File: config.mk
export PLATFORM = sky130hd
export DESIGN_NAME = core_seq
export DESIGN_NICKNAME = d
export VERILOG_FILES = /design/src/rtl/core_pkg.sv /design/src/rtl/bus_timer.sv /design/src/rtl/core_seq.sv
export SDC_FILE = /design/constraint.sdc
export NUM_CORES = 1
export LEC_CHECK = 0
export CORE_MARGIN = 2
export CORE_UTILIZATION = 52
export DETAILED_ROUTE_END_ITERATION = 16
export PLACE_DENSITY_LB_ADDON = 0.1
export SETUP_SLACK_MARGIN = 0.05
export SYNTH_ARGS = -nofsm -noshare
export SYNTH_HDL_FRONTEND = slang
export SYNTH_HIERARCHICAL = 1
export SYNTH_SLANG_ARGS = --single-unit
export TNS_END_PERCENT = 30
File: constraint.sdc
create_clock -name clk -period 4.3 [get_ports clk]
set_input_delay 0.645 -clock clk [delete_from_list [all_inputs] [get_ports clk]]
set_output_delay 0.645 -clock clk [all_outputs]
set_load 0.01 [all_outputs]
File: src/rtl/core_pkg.sv
// ---------------------------------------------------------------------------
// core_pkg
// Shared definitions for the core sequencer: FSM state encoding, PC-select
// codes, the default bus timeout and the write-back PC-select helper.
// ---------------------------------------------------------------------------
package core_pkg;

  typedef enum logic [2:0] {
    ST_IDLE   = 3'd0,
    ST_FETCH  = 3'd1,
    ST_DECODE = 3'd2,
    ST_EXEC   = 3'd3,
    ST_MEM    = 3'd4,
    ST_WB     = 3'd5,
    ST_ERR    = 3'd6
  } state_e;

  localparam logic [1:0] PC_SEL_SEQ  = 2'b00;  // PC + 4
  localparam logic [1:0] PC_SEL_BR   = 2'b01;  // branch / JAL target
  localparam logic [1:0] PC_SEL_JALR = 2'b10;  // JALR target

  localparam int TIMEOUT_DEFAULT = 15;

  // JALR has priority over JAL and taken branches; anything else falls
  // through to the sequential PC.
  function automatic logic [1:0] wb_pc_sel(input logic       jal,
                                           input logic       jalr,
                                           input logic [2:0] branch_cntr,
                                           input logic       br_taken);
    logic [1:0] sel;
    sel = PC_SEL_SEQ;
    if (jalr) begin
      sel = PC_SEL_JALR;
    end else if (jal || ((branch_cntr != 3'd0) && br_taken)) begin
      sel = PC_SEL_BR;
    end
    return sel;
  endfunction

endpackage

File: src/rtl/bus_timer.sv
// ---------------------------------------------------------------------------
// bus_timer
// Counts cycles in which a bus request is outstanding without an ack and
// flags the cycle in which the TIMEOUT-th such cycle occurs.
//
// Ports:
//   clk      in   clock
//   rst      in   synchronous active-high reset
//   start    in   clear the count (asserted on the edge entering a bus phase)
//   req      in   request currently high
//   ack      in   acknowledge this cycle
//   expired  out  this cycle is the TIMEOUT-th consecutive un-acked cycle
// ---------------------------------------------------------------------------
module bus_timer
  import core_pkg::*;
#(
  parameter int TIMEOUT = TIMEOUT_DEFAULT
) (
  input  logic clk,
  input  logic rst,
  input  logic start,
  input  logic req,
  input  logic ack,
  output logic expired
);

  localparam int             CW       = $clog2(TIMEOUT + 1);
  localparam logic [CW-1:0]  LIMIT    = CW'(TIMEOUT);
  localparam logic [CW-1:0]  LIMIT_M1 = CW'(TIMEOUT - 1);

  logic [CW-1:0] cnt_q, cnt_d;

  // cnt_q holds the number of un-acked cycles already seen; the current
  // cycle is the TIMEOUT-th one when cnt_q has reached TIMEOUT-1. An ack in
  // that same cycle masks the expiry.
  assign expired = req && !ack && (cnt_q >= LIMIT_M1);

  always_comb begin
    cnt_d = cnt_q;
    if (start) begin
      cnt_d = '0;
    end else if (req && !ack && (cnt_q != LIMIT)) begin
      cnt_d = cnt_q + 1'b1;
    end
  end

  always_ff @(posedge clk) begin
    if (rst) begin
      cnt_q <= '0;
    end else begin
      cnt_q <= cnt_d;
    end
  end

endmodule

File: src/rtl/core_seq.sv
// ---------------------------------------------------------------------------
// core_seq
// Multi-cycle instruction sequencer: fetch, decode, execute, optional data
// memory access, write-back, with a per-access bus timeout that parks the
// core in a sticky error state.
//
// Ports:
//   clk, rst                 clock, synchronous active-high reset
//   halt_req                 stop at the next retire boundary
//   imem_ack, dmem_ack       instruction / data bus acknowledges
//   is_load, is_store        decoded access type
//   reg_write                decoded register-file write enable
//   branch_cntr[2:0]         decoded branch code (0 = not a branch)
//   jal, jalr, br_taken      jump flags and branch comparator result
//   imem_req                 instruction fetch request
//   dmem_req, dmem_we        data request and write qualifier
//   ir_we                    instruction register load strobe
//   hold                     decoder hold
//   rf_we, pc_we             register-file / PC write strobes
//   pc_sel[1:0]              next-PC source
//   halted, bus_err          status flags
//   retire_cnt[31:0]         retired-instruction counter
// ---------------------------------------------------------------------------
module core_seq
  import core_pkg::*;
#(
  parameter int TIMEOUT = TIMEOUT_DEFAULT
) (
  input  logic        clk,
  input  logic        rst,
  input  logic        halt_req,
  input  logic        imem_ack,
  input  logic        dmem_ack,
  input  logic        is_load,
  input  logic        is_store,
  input  logic        reg_write,
  input  logic [2:0]  branch_cntr,
  input  logic        jal,
  input  logic        jalr,
  input  logic        br_taken,
  output logic        imem_req,
  output logic        dmem_req,
  output logic        dmem_we,
  output logic        ir_we,
  output logic        hold,
  output logic        rf_we,
  output logic        pc_we,
  output logic [1:0]  pc_sel,
  output logic        halted,
  output logic        bus_err,
  output logic [31:0] retire_cnt
);

  state_e      state_q, state_d;
  logic [31:0] retire_cnt_q, retire_cnt_d;
  logic        retire;
  logic        bus_req;
  logic        bus_ack;
  logic        timer_start;
  logic        timer_expired;

  // Only one bus phase is active at a time, so one timer serves both.
  assign bus_req = (state_q == ST_FETCH) || (state_q == ST_MEM);
  assign bus_ack = (state_q == ST_FETCH) ? imem_ack : dmem_ack;

  // Clear on every entry into a bus phase, including the direct
  // MEM -> FETCH hop after a store.
  assign timer_start = (state_d != state_q) &&
                       ((state_d == ST_FETCH) || (state_d == ST_MEM));

  bus_timer #(
    .TIMEOUT (TIMEOUT)
  ) u_bus_timer (
    .clk     (clk),
    .rst     (rst),
    .start   (timer_start),
    .req     (bus_req),
    .ack     (bus_ack),
    .expired (timer_expired)
  );

  always_comb begin
    state_d  = state_q;
    retire   = 1'b0;
    imem_req = 1'b0;
    dmem_req = 1'b0;
    dmem_we  = 1'b0;
    ir_we    = 1'b0;
    hold     = 1'b0;
    rf_we    = 1'b0;
    pc_we    = 1'b0;
    pc_sel   = PC_SEL_SEQ;
    halted   = 1'b0;
    bus_err  = 1'b0;

    unique case (state_q)
      ST_IDLE: begin
        halted = 1'b1;
        hold   = 1'b1;
        if (!halt_req) begin
          state_d = ST_FETCH;
        end
      end

      ST_FETCH: begin
        imem_req = 1'b1;
        hold     = 1'b1;
        if (imem_ack) begin
          ir_we   = 1'b1;
          state_d = ST_DECODE;
        end else if (timer_expired) begin
          state_d = ST_ERR;
        end
      end

      ST_DECODE: begin
        state_d = ST_EXEC;
      end

      ST_EXEC: begin
        state_d = (is_load || is_store) ? ST_MEM : ST_WB;
      end

      ST_MEM: begin
        dmem_req = 1'b1;
        dmem_we  = is_store;
        if (dmem_ack) begin
          if (is_store) begin
            // Stores retire straight out of MEM; no register write.
            pc_we   = 1'b1;
            retire  = 1'b1;
            state_d = halt_req ? ST_IDLE : ST_FETCH;
          end else begin
            state_d = ST_WB;
          end
        end else if (timer_expired) begin
          state_d = ST_ERR;
        end
      end

      ST_WB: begin
        rf_we   = reg_write;
        pc_we   = 1'b1;
        pc_sel  = wb_pc_sel(jal, jalr, branch_cntr, br_taken);
        retire  = 1'b1;
        state_d = halt_req ? ST_IDLE : ST_FETCH;
      end

      ST_ERR: begin
        bus_err = 1'b1;
        hold    = 1'b1;
      end

      default: begin
        state_d = ST_IDLE;
      end
    endcase

    // Keep every request and strobe quiet while reset is held, whatever
    // state the register happens to be in.
    if (rst) begin
      imem_req = 1'b0;
      dmem_req = 1'b0;
      dmem_we  = 1'b0;
      ir_we    = 1'b0;
      rf_we    = 1'b0;
      pc_we    = 1'b0;
      pc_sel   = PC_SEL_SEQ;
      bus_err  = 1'b0;
      hold     = 1'b1;
      halted   = 1'b1;
    end
  end

  assign retire_cnt_d = retire ? (retire_cnt_q + 32'd1) : retire_cnt_q;

  always_ff @(posedge clk) begin
    if (rst) begin
      state_q      <= ST_IDLE;
      retire_cnt_q <= 32'd0;
    end else begin
      state_q      <= state_d;
      retire_cnt_q <= retire_cnt_d;
    end
  end

  assign retire_cnt = retire_cnt_q;

endmodule

==> summary.json, run 1 <==
{
  "drt-initial-drc-count": {"value": 112},
  "detailroute.via_count": {"value": 2019},
  "yosys.cell_count.top_type": {"value": "sky130_fd_sc_hd__nor2_1"},
  "maxClockFrequency": {"value": 0.304, "unit": "GHz"},
  "die_h": {"value": 67.6, "unit": "um"},
  "seq_power_share": {"value": 52.8, "unit": "%"},
  "post-route-drc-count": {"value": 0},
  "place.detailed.hpwl": {"value": 3420, "unit": "um"},
  "synth_sequential_area_ratio": {"value": 37.1, "unit": "%"},
  "gpl.final_weighted_congestion": {"value": 0.950},
  "worstSetupEndpointType": {"value": "flop"},
  "worst-slew-pin-transition": {"value": 0.861, "unit": "ns"},
  "final_max_slew_viol_count": {"value": 0},
  "grt_max_degree": {"value": 45},
  "timing.hold.ws": {"value": 0.514, "unit": "ns"},
  "synth_area_per_cell": {"value": 8.12, "unit": "um2"},
  "detail_route.wl_per_cell": {"value": 13.1, "unit": "um"},
  "detailedRoute.firstPassIterationCount": {"value": 5},
  "synth_cell_type_count": {"value": 41},
  "syn_area": {"value": 0.00210, "unit": "mm2"},
  "count_of_buffers_added_by_post_cts_timing_repair_for_setup": {"value": 0},
  "start_kind": {"value": "flop"},
  "synth-main-ff-cell": {"value": "sky130_fd_sc_hd__dfxtp_1"},
  "power.static_leakage": {"value": 0.000939, "unit": "uW"},
  "timing.final.ws_setup": {"value": 1.01, "unit": "ns"},
  "clk_latency": {"value": 0.30, "unit": "ns"},
  "yosys_register_bits": {"value": 39},
  "fin_skew": {"value": 0.0111, "unit": "ns"},
  "synth_cells": {"value": 259},
  "max_stage_delay": {"value": 0.57, "unit": "ns"},
  "timing.final.crit_period": {"value": 3.29, "unit": "ns"},
  "final_layout_size_suffix_gt1_share": {"value": 6.67, "unit": "%"},
  "start_util": {"value": 53.3, "unit": "%"},
  "postRouteWirelength": {"value": 4780, "unit": "um"},
  "cp.buffers_inverters": {"value": 1},
  "maxCapViolations": {"value": 0},
  "cp_most_frequent_cell": {"value": "sky130_fd_sc_hd__nand2_1"},
  "cts.path.max_buffers": {"value": 2},
  "dieArea": {"value": 0.00457, "unit": "mm2"},
  "timing.final.hold_violations": {"value": 0},
  "irDropWorstVdd": {"value": 0.167, "unit": "mV"},
  "final_tns_setup": {"value": 0, "unit": "ns"},
  "internal": {"value": 519, "unit": "uW"},
  "total_global_routing_track_utilization": {"value": 22.9, "unit": "%"},
  "min_period_over_period": {"value": 76.6, "unit": "%"},
  "area.growth.synth_to_final": {"value": 32.7, "unit": "%"},
  "gr-total-overflow": {"value": 0},
  "fp-row-count": {"value": 23},
  "crit_path_class": {"value": "reg2reg"},
  "worst-endpoint-required": {"value": 4.51, "unit": "ns"},
  "comb_power_share": {"value": 11.0, "unit": "%"},
  "htree_levels": {"value": 2},
  "die_w": {"value": 67.6, "unit": "um"},
  "cts_buffers": {"value": 5},
  "cpMaxStageDelayCell": {"value": "sky130_fd_sc_hd__dfxtp_1"},
  "synth_top_cell_area_share": {"value": 37.1, "unit": "%"},
  "setup-violations-final": {"value": 0},
  "fp.coreArea": {"value": 0.00394, "unit": "mm2"},
  "cts.root.buffer_cell": {"value": "sky130_fd_sc_hd__clkbuf_8"},
  "yosysWarningCount": {"value": 6},
  "layout.nets": {"value": 331},
  "p_sw": {"value": 190, "unit": "uW"},
  "synth.net_count": {"value": 276},
  "pwr-share-clk": {"value": 36.1, "unit": "%"},
  "grt_pass1_wl": {"value": 7980, "unit": "um"},
  "cts-resized-gates": {"value": 0},
  "clk_pin_slew": {"value": 0.09, "unit": "ns"},
  "critical_path.cell_chain": {"value": "inv_1, nand2_1, nor2_1, nand2_1, o21ai_0, nand2b_1, nor3_1, o311ai_0, a32oi_1, xnor2_1, and3_1, nor4_1"},
  "grt_pass1_vias": {"value": 1834},
  "synth-edff-count": {"value": 0},
  "worst_ep_arrival_time": {"value": 3.50, "unit": "ns"},
  "cts.sinks": {"value": 39},
  "antenna_found_initial": {"value": 0},
  "p_total": {"value": 709, "unit": "uW"},
  "buffer_ports.inserted": {"value": 56},
  "post_drt_via_cell_ratio": {"value": 5.53},
  "power_density": {"value": 254, "unit": "mW/mm2"},
  "pin_count": {"value": 57},
  "timing.slew.headroom": {"value": 42.2, "unit": "%"},
  "ys_top_cells_by_count": {"value": "sky130_fd_sc_hd__nor2_1 (42), sky130_fd_sc_hd__dfxtp_1 (39), sky130_fd_sc_hd__xor2_1 (20)"},
  "tritoncts": {"value": "done"},
  "dp_slack": {"value": 0.895, "unit": "ns"},
  "result_of_the_run": {"value": "completed"},
  "worstHoldPathType": {"value": "reg2reg"},
  "synth_async_sr_flop_share": {"value": 0, "unit": "%"},
  "synth_area_leader": {"value": "sky130_fd_sc_hd__dfxtp_1"},
  "cp_top_family": {"value": "simple AND/OR/NAND/NOR gates"},
  "power.share.switching": {"value": 26.9, "unit": "%"},
  "rsz0062_at_grt": {"value": "false"},
  "ys_top_cells_by_area": {"value": "sky130_fd_sc_hd__dfxtp_1 (37%), sky130_fd_sc_hd__xor2_1 (8.3%), sky130_fd_sc_hd__nor2_1 (7.5%)"},
  "cts.hold.buffers_added": {"value": 0},
  "fill_cell_total_of_the_finished_layout": {"value": 317},
  "final_antenna_net_count": {"value": 0},
  "antenna-diode-count": {"value": 0},
  "path_max_fanout": {"value": 12}
}
[area by class of cell]
type                       count  area, um2  share of cell area, %
timing repair buffer          57        568                   20.4
clock inverter                 3       23.8                  0.852
sequential                    39        781                   28.0
clock buffer                   5       68.8                   2.47
multi-input combinational    204       1260                   45.1
inverter                       7       26.3                  0.942
tap                           50       62.6                   2.24
[routing by layer]
layer  vias to the layer above  GRT usage [%]  routed length, um
li1                       1027              -                  -
met1                       923           28.9               2220
met2                        59           36.5               2170
met3                        10           7.33                297
met4                         0           8.16                 91
met5                         -              0                  0
[stage by stage]
| step | util [%] | std cells | instance area (um2) |
|---|---|---|---|
| floorplan | - | 259 | 2100 |
| CTS | 70.7 | 365 | 2790 |
| finish | 70.7 | 365 | 2790 |
| global route | 70.7 | 365 | 2790 |
| global placement | 68.4 | 357 | 2700 |
| detailed placement | 68.4 | 357 | 2700 |
[cell families (layout without fill, tap and decap cells)]
kind of cell | count (synthesis) | count (layout) | share of synthesized area [%]
buffers and inverters | 16 | 72 | 2.98
AO/OA/AOI/OAI | 29 | 29 | 8.57
adder cells (fa/ha/maj) | 3 | 3 | 1.79
XOR/XNOR | 30 | 30 | 12.5
AND/OR/NAND/NOR | 142 | 142 | 37.0
flip-flops | 39 | 39 | 37.1
[sequential cells by signal, indices dropped and copies added (netlist names)]
register	count
state_q	3
u_bus_timer/cnt_q	4
retire_cnt	32
[placed cells by master (no fill, tap or decap), drive strengths merged, types with 2 or more instances in the layout]
cell type,n
a21o,2
a21oi,13
and2,5
and3,3
and4,3
clkbuf,5
clkdlybuf4s50,56
clkinvlp,2
dfxtp,39
ha,3
inv,8
nand2,18
nand2b,6
nand3,15
nand4,15
nor2,42
nor2b,3
nor3,10
nor4,11
o21ai,5
or2,2
or3,6
xnor2,10
xor2,20
[worst paths after layout]
| check | endpoint | slack, ns | start | cells after the start |
|---|---|---|---|---|
| worst max register to register | u_bus_timer/cnt_q[3]$_SDFFE_PP0P_ | 1.01 | state_q[1]$_SDFF_PP0_ | 12 |
| worst max-delay path | u_bus_timer/cnt_q[3]$_SDFFE_PP0P_ | 1.01 | state_q[1]$_SDFF_PP0_ | 12 |
| worst min register to register | retire_cnt[6]$_SDFFE_PP0P_ | 0.51 | retire_cnt[6]$_SDFFE_PP0P_ | 2 |
| worst min-delay path | retire_cnt[6]$_SDFFE_PP0P_ | 0.51 | retire_cnt[6]$_SDFFE_PP0P_ | 2 |
[power groups by stage]
stage          registers, uW  logic (uW)  clock network, uW
3_5_place_dp             383        77.8                  0
2_1_floorplan            377        52.7                  0
6_report                 375        78.3                256
5_1_grt                  376        87.2                276
3_3_place_gp             383        77.0                  0
4_1_cts                  375        78.1                260
[worst min-delay path, cell delays in order (launching register included)]
cell	delay, ns
sky130_fd_sc_hd__dfxtp_1	0.33
sky130_fd_sc_hd__o21ai_0	0.08
sky130_fd_sc_hd__a21oi_1	0.06
Power figures use the tool's default switching activity.
==> inputs of run 2 (changes only) <==
--- a/config.mk
+++ b/config.mk
@@ -6,7 +6,7 @@
 export NUM_CORES = 1
 export LEC_CHECK = 0
 export CORE_MARGIN = 2
-export CORE_UTILIZATION = 52
+export CORE_UTILIZATION = 48
 export DETAILED_ROUTE_END_ITERATION = 16
 export PLACE_DENSITY_LB_ADDON = 0.1
 export SETUP_SLACK_MARGIN = 0.05
==> constraint.sdc (replaced) <==
create_clock -name clk -period 3.4 [get_ports clk]
set_input_delay 0.51 -clock clk [delete_from_list [all_inputs] [get_ports clk]]
set_output_delay 0.51 -clock clk [all_outputs]
set_load 0.01 [all_outputs]
==> summary.json, run 2 (synthesized netlist as in run 1, its figures left out) <==
{
  "antenna_found_initial": {"value": 0, "change": "unchanged"},
  "gpl.final_weighted_congestion": {"value": 0.825, "change": "was 0.950"},
  "timing.slew.headroom": {"value": 46.1, "unit": "%", "change": "was 42.2%"},
  "place.detailed.hpwl": {"value": 3530, "unit": "um", "change": "was 3420 um"},
  "fp-row-count": {"value": 24, "change": "was 23"},
  "p_total": {"value": 976, "unit": "uW", "change": "was 709 uW"},
  "cp.buffers_inverters": {"value": 0, "change": "was 1"},
  "worst-endpoint-required": {"value": 3.60, "unit": "ns", "change": "was 4.51 ns"},
  "final_layout_size_suffix_gt1_share": {"value": 7.57, "unit": "%", "change": "was 6.67%"},
  "area.growth.synth_to_final": {"value": 34.9, "unit": "%", "change": "was 32.7%"},
  "pin_count": {"value": 57, "change": "unchanged"},
  "fin_skew": {"value": 0.00413, "unit": "ns", "change": "was 0.0111 ns"},
  "irDropWorstVdd": {"value": 0.304, "unit": "mV", "change": "was 0.167 mV"},
  "dieArea": {"value": 0.00492, "unit": "mm2", "change": "was 0.00457 mm2"},
  "layout_commonest_cell": {"value": "sky130_fd_sc_hd__clkdlybuf4s50_1", "change": "unchanged"},
  "rsz0062_at_grt": {"value": "false", "change": "unchanged"},
  "crit_path_class": {"value": "reg2reg", "change": "unchanged"},
  "worstSetupEndpointType": {"value": "flop", "change": "unchanged"},
  "most-common-layout-cells": {"value": "sky130_fd_sc_hd__clkdlybuf4s50_1 (56), sky130_fd_sc_hd__nor2_1 (42), sky130_fd_sc_hd__dfxtp_1 (39)", "change": "unchanged"},
  "worstHoldPathType": {"value": "reg2reg", "change": "unchanged"},
  "result_of_the_run": {"value": "completed", "change": "unchanged"},
  "fill_cell_total_of_the_finished_layout": {"value": 404, "change": "was 317"},
  "max_stage_delay": {"value": 0.58, "unit": "ns", "change": "was 0.57 ns"},
  "die_h": {"value": 70.2, "unit": "um", "change": "was 67.6 um"},
  "start_kind": {"value": "flop", "change": "unchanged"},
  "buffer_ports.inserted": {"value": 56, "change": "unchanged"},
  "die_w": {"value": 70.2, "unit": "um", "change": "was 67.6 um"},
  "timing.final.hold_violations": {"value": 0, "change": "unchanged"},
  "total_global_routing_track_utilization": {"value": 20.5, "unit": "%", "change": "was 22.9%"},
  "post_drt_via_cell_ratio": {"value": 5.35, "change": "was 5.53"},
  "gr-total-overflow": {"value": 0, "change": "unchanged"},
  "clk_pin_slew": {"value": 0.08, "unit": "ns", "change": "was 0.09 ns"},
  "largest_register_ffs": {"value": 32, "change": "unchanged"},
  "grt_pass1_vias": {"value": 1800, "change": "was 1834"},
  "critical_path.cell_chain": {"value": "nand2_1, nor2_1, o21ai_0, nand2b_1, nor3_2, o311ai_0, a32oi_1, xnor2_1, and3_1, nor4_1", "change": "was inv_1, nand2_1, nor2_1, nand2_1, o21ai_0, nand2b_1, nor3_1, o311ai_0, a32oi_1, xnor2_1, and3_1, nor4_1"},
  "htree_levels": {"value": 2, "change": "unchanged"},
  "power_density": {"value": 344, "unit": "mW/mm2", "change": "was 254 mW/mm2"},
  "detail_route.wl_per_cell": {"value": 13.1, "unit": "um", "change": "about the same"},
  "tritoncts": {"value": "done", "change": "unchanged"},
  "cts.path.max_buffers": {"value": 2, "change": "unchanged"},
  "cts.root.buffer_cell": {"value": "sky130_fd_sc_hd__clkbuf_8", "change": "unchanged"},
  "grt_max_degree": {"value": 25, "change": "was 45"},
  "detailroute.via_count": {"value": 1974, "change": "was 2019"},
  "start_util": {"value": 49.0, "unit": "%", "change": "was 53.3%"},
  "maxClockFrequency": {"value": 0.343, "unit": "GHz", "change": "was 0.304 GHz"},
  "timing.hold.ws": {"value": 0.513, "unit": "ns", "change": "was 0.514 ns"},
  "cts.sinks": {"value": 39, "change": "unchanged"},
  "final_max_slew_viol_count": {"value": 0, "change": "unchanged"},
  "post-route-drc-count": {"value": 0, "change": "unchanged"},
  "postRouteWirelength": {"value": 4830, "unit": "um", "change": "was 4780 um"},
  "final_tns_setup": {"value": 0, "unit": "ns", "change": "unchanged"},
  "final_antenna_net_count": {"value": 0, "change": "unchanged"},
  "clk_latency": {"value": 0.29, "unit": "ns", "change": "was 0.30 ns"},
  "timing.final.crit_period": {"value": 2.91, "unit": "ns", "change": "was 3.29 ns"},
  "layout.nets": {"value": 333, "change": "was 331"},
  "maxCapViolations": {"value": 0, "change": "unchanged"},
  "min_period_over_period": {"value": 85.6, "unit": "%", "change": "was 76.6%"},
  "power.static_leakage": {"value": 0.000970, "unit": "uW", "change": "was 0.000939 uW"},
  "drt-initial-drc-count": {"value": 59, "change": "was 112"},
  "antenna-diode-count": {"value": 0, "change": "unchanged"},
  "path_max_fanout": {"value": 14, "change": "was 12"},
  "setup-violations-final": {"value": 0, "change": "unchanged"},
  "worst_ep_arrival_time": {"value": 3.11, "unit": "ns", "change": "was 3.50 ns"},
  "cp_top_family": {"value": "simple AND/OR/NAND/NOR gates", "change": "unchanged"},
  "fp.coreArea": {"value": 0.00429, "unit": "mm2", "change": "was 0.00394 mm2"},
  "worst-slew-pin-transition": {"value": 0.802, "unit": "ns", "change": "was 0.861 ns"},
  "cts_buffers": {"value": 5, "change": "unchanged"},
  "detailedRoute.firstPassIterationCount": {"value": 4, "change": "was 5"},
  "cpMaxStageDelayCell": {"value": "sky130_fd_sc_hd__dfxtp_1", "change": "unchanged"},
  "cts.hold.buffers_added": {"value": 0, "change": "unchanged"},
  "grt_pass1_wl": {"value": 8180, "unit": "um", "change": "was 7980 um"}
}
-- run 2: cell count changes in the layout (fill, tap and decap cells not counted) --
cell,change
sky130_fd_sc_hd__clkinv_2,+1
sky130_fd_sc_hd__buf_4,+2
sky130_fd_sc_hd__nor3_2,+1
sky130_fd_sc_hd__nor3_1,-1
sky130_fd_sc_hd__bufinv_16,+1
sky130_fd_sc_hd__clkbuf_8,+1
sky130_fd_sc_hd__inv_6,-1
sky130_fd_sc_hd__clkinvlp_4,-2
-- run 2: layout make-up --
type | instances | area [um2] | area share [%]
well taps | 52 | 65.1 | 2.29
inverters | 7 | 26.3 | 0.926
multi-input cells | 204 | 1260 | 44.6
repair buffers | 59 | 583 | 20.6
clock buffers | 6 | 82.6 | 2.91
clock inverters | 2 | 35.0 | 1.24
flip-flops and latches | 39 | 781 | 27.5
-- run 2: path summary, 6_finish.rpt --
check	from	end	slack, ns	depth (start not counted)
worst min-delay path	retire_cnt[6]$_SDFFE_PP0P_	retire_cnt[6]$_SDFFE_PP0P_	0.51	2
worst max register to register	state_q[0]$_SDFF_PP0_	u_bus_timer/cnt_q[1]$_SDFFE_PP0P_	0.49	10
worst max-delay path	state_q[0]$_SDFF_PP0_	u_bus_timer/cnt_q[1]$_SDFFE_PP0P_	0.49	10
worst min register to register	retire_cnt[6]$_SDFFE_PP0P_	retire_cnt[6]$_SDFFE_PP0P_	0.51	2
-- run 2: metal layers --
| metal | up-vias | global-route usage, % | part of all wire, % |
|---|---|---|---|
| met1 | 898 | 28.5 | 49 |
| li1 | 1021 | - | - |
| met2 | 46 | 31.6 | 45 |
| met3 | 9 | 3.46 | 4.5 |
| met4 | 0 | 8.33 | 2.1 |
| met5 | - | 0 | 0 |
-- run 2: stage by stage --
step	util, %	setup WS, ns	cells	cell area [um2]
2_1_floorplan	-	0.647	259	2100
3_3_place_gp	63.2	0.321	361	2710
3_5_place_dp	63.2	0.167	361	2710
4_1_cts	65.9	0.341	369	2830
5_1_grt	66.1	0.145	369	2840
6_report	66.1	0.488	369	2840
-- run 2: report_power, final --
part | switching, uW | leakage [uW] | internal, uW
sequential | 10.2 | 0.000315 | 461
combinational | 53.7 | 0.000594 | 50.2
clock | 163 | 0.0000612 | 237
total | 227 | 0.000970 | 749
-- run 2: worst register-to-register path, stage by stage, from the launching register on --
cell and delay [ns]:
sky130_fd_sc_hd__dfxtp_1 0.58, sky130_fd_sc_hd__nand2_1 0.22, sky130_fd_sc_hd__nor2_1 0.17, sky130_fd_sc_hd__o21ai_0 0.17, sky130_fd_sc_hd__nand2b_1 0.22, sky130_fd_sc_hd__nor3_2 0.35
sky130_fd_sc_hd__o311ai_0 0.19, sky130_fd_sc_hd__a32oi_1 0.33, sky130_fd_sc_hd__xnor2_1 0.10, sky130_fd_sc_hd__and3_1 0.23, sky130_fd_sc_hd__nor4_1 0.28
-- run 2: repair_timing --
item,4_1_cts,5_1_grt
setup buffers,0,0
endpoints found under the setup margin,0,3
gates resized for setup,0,1
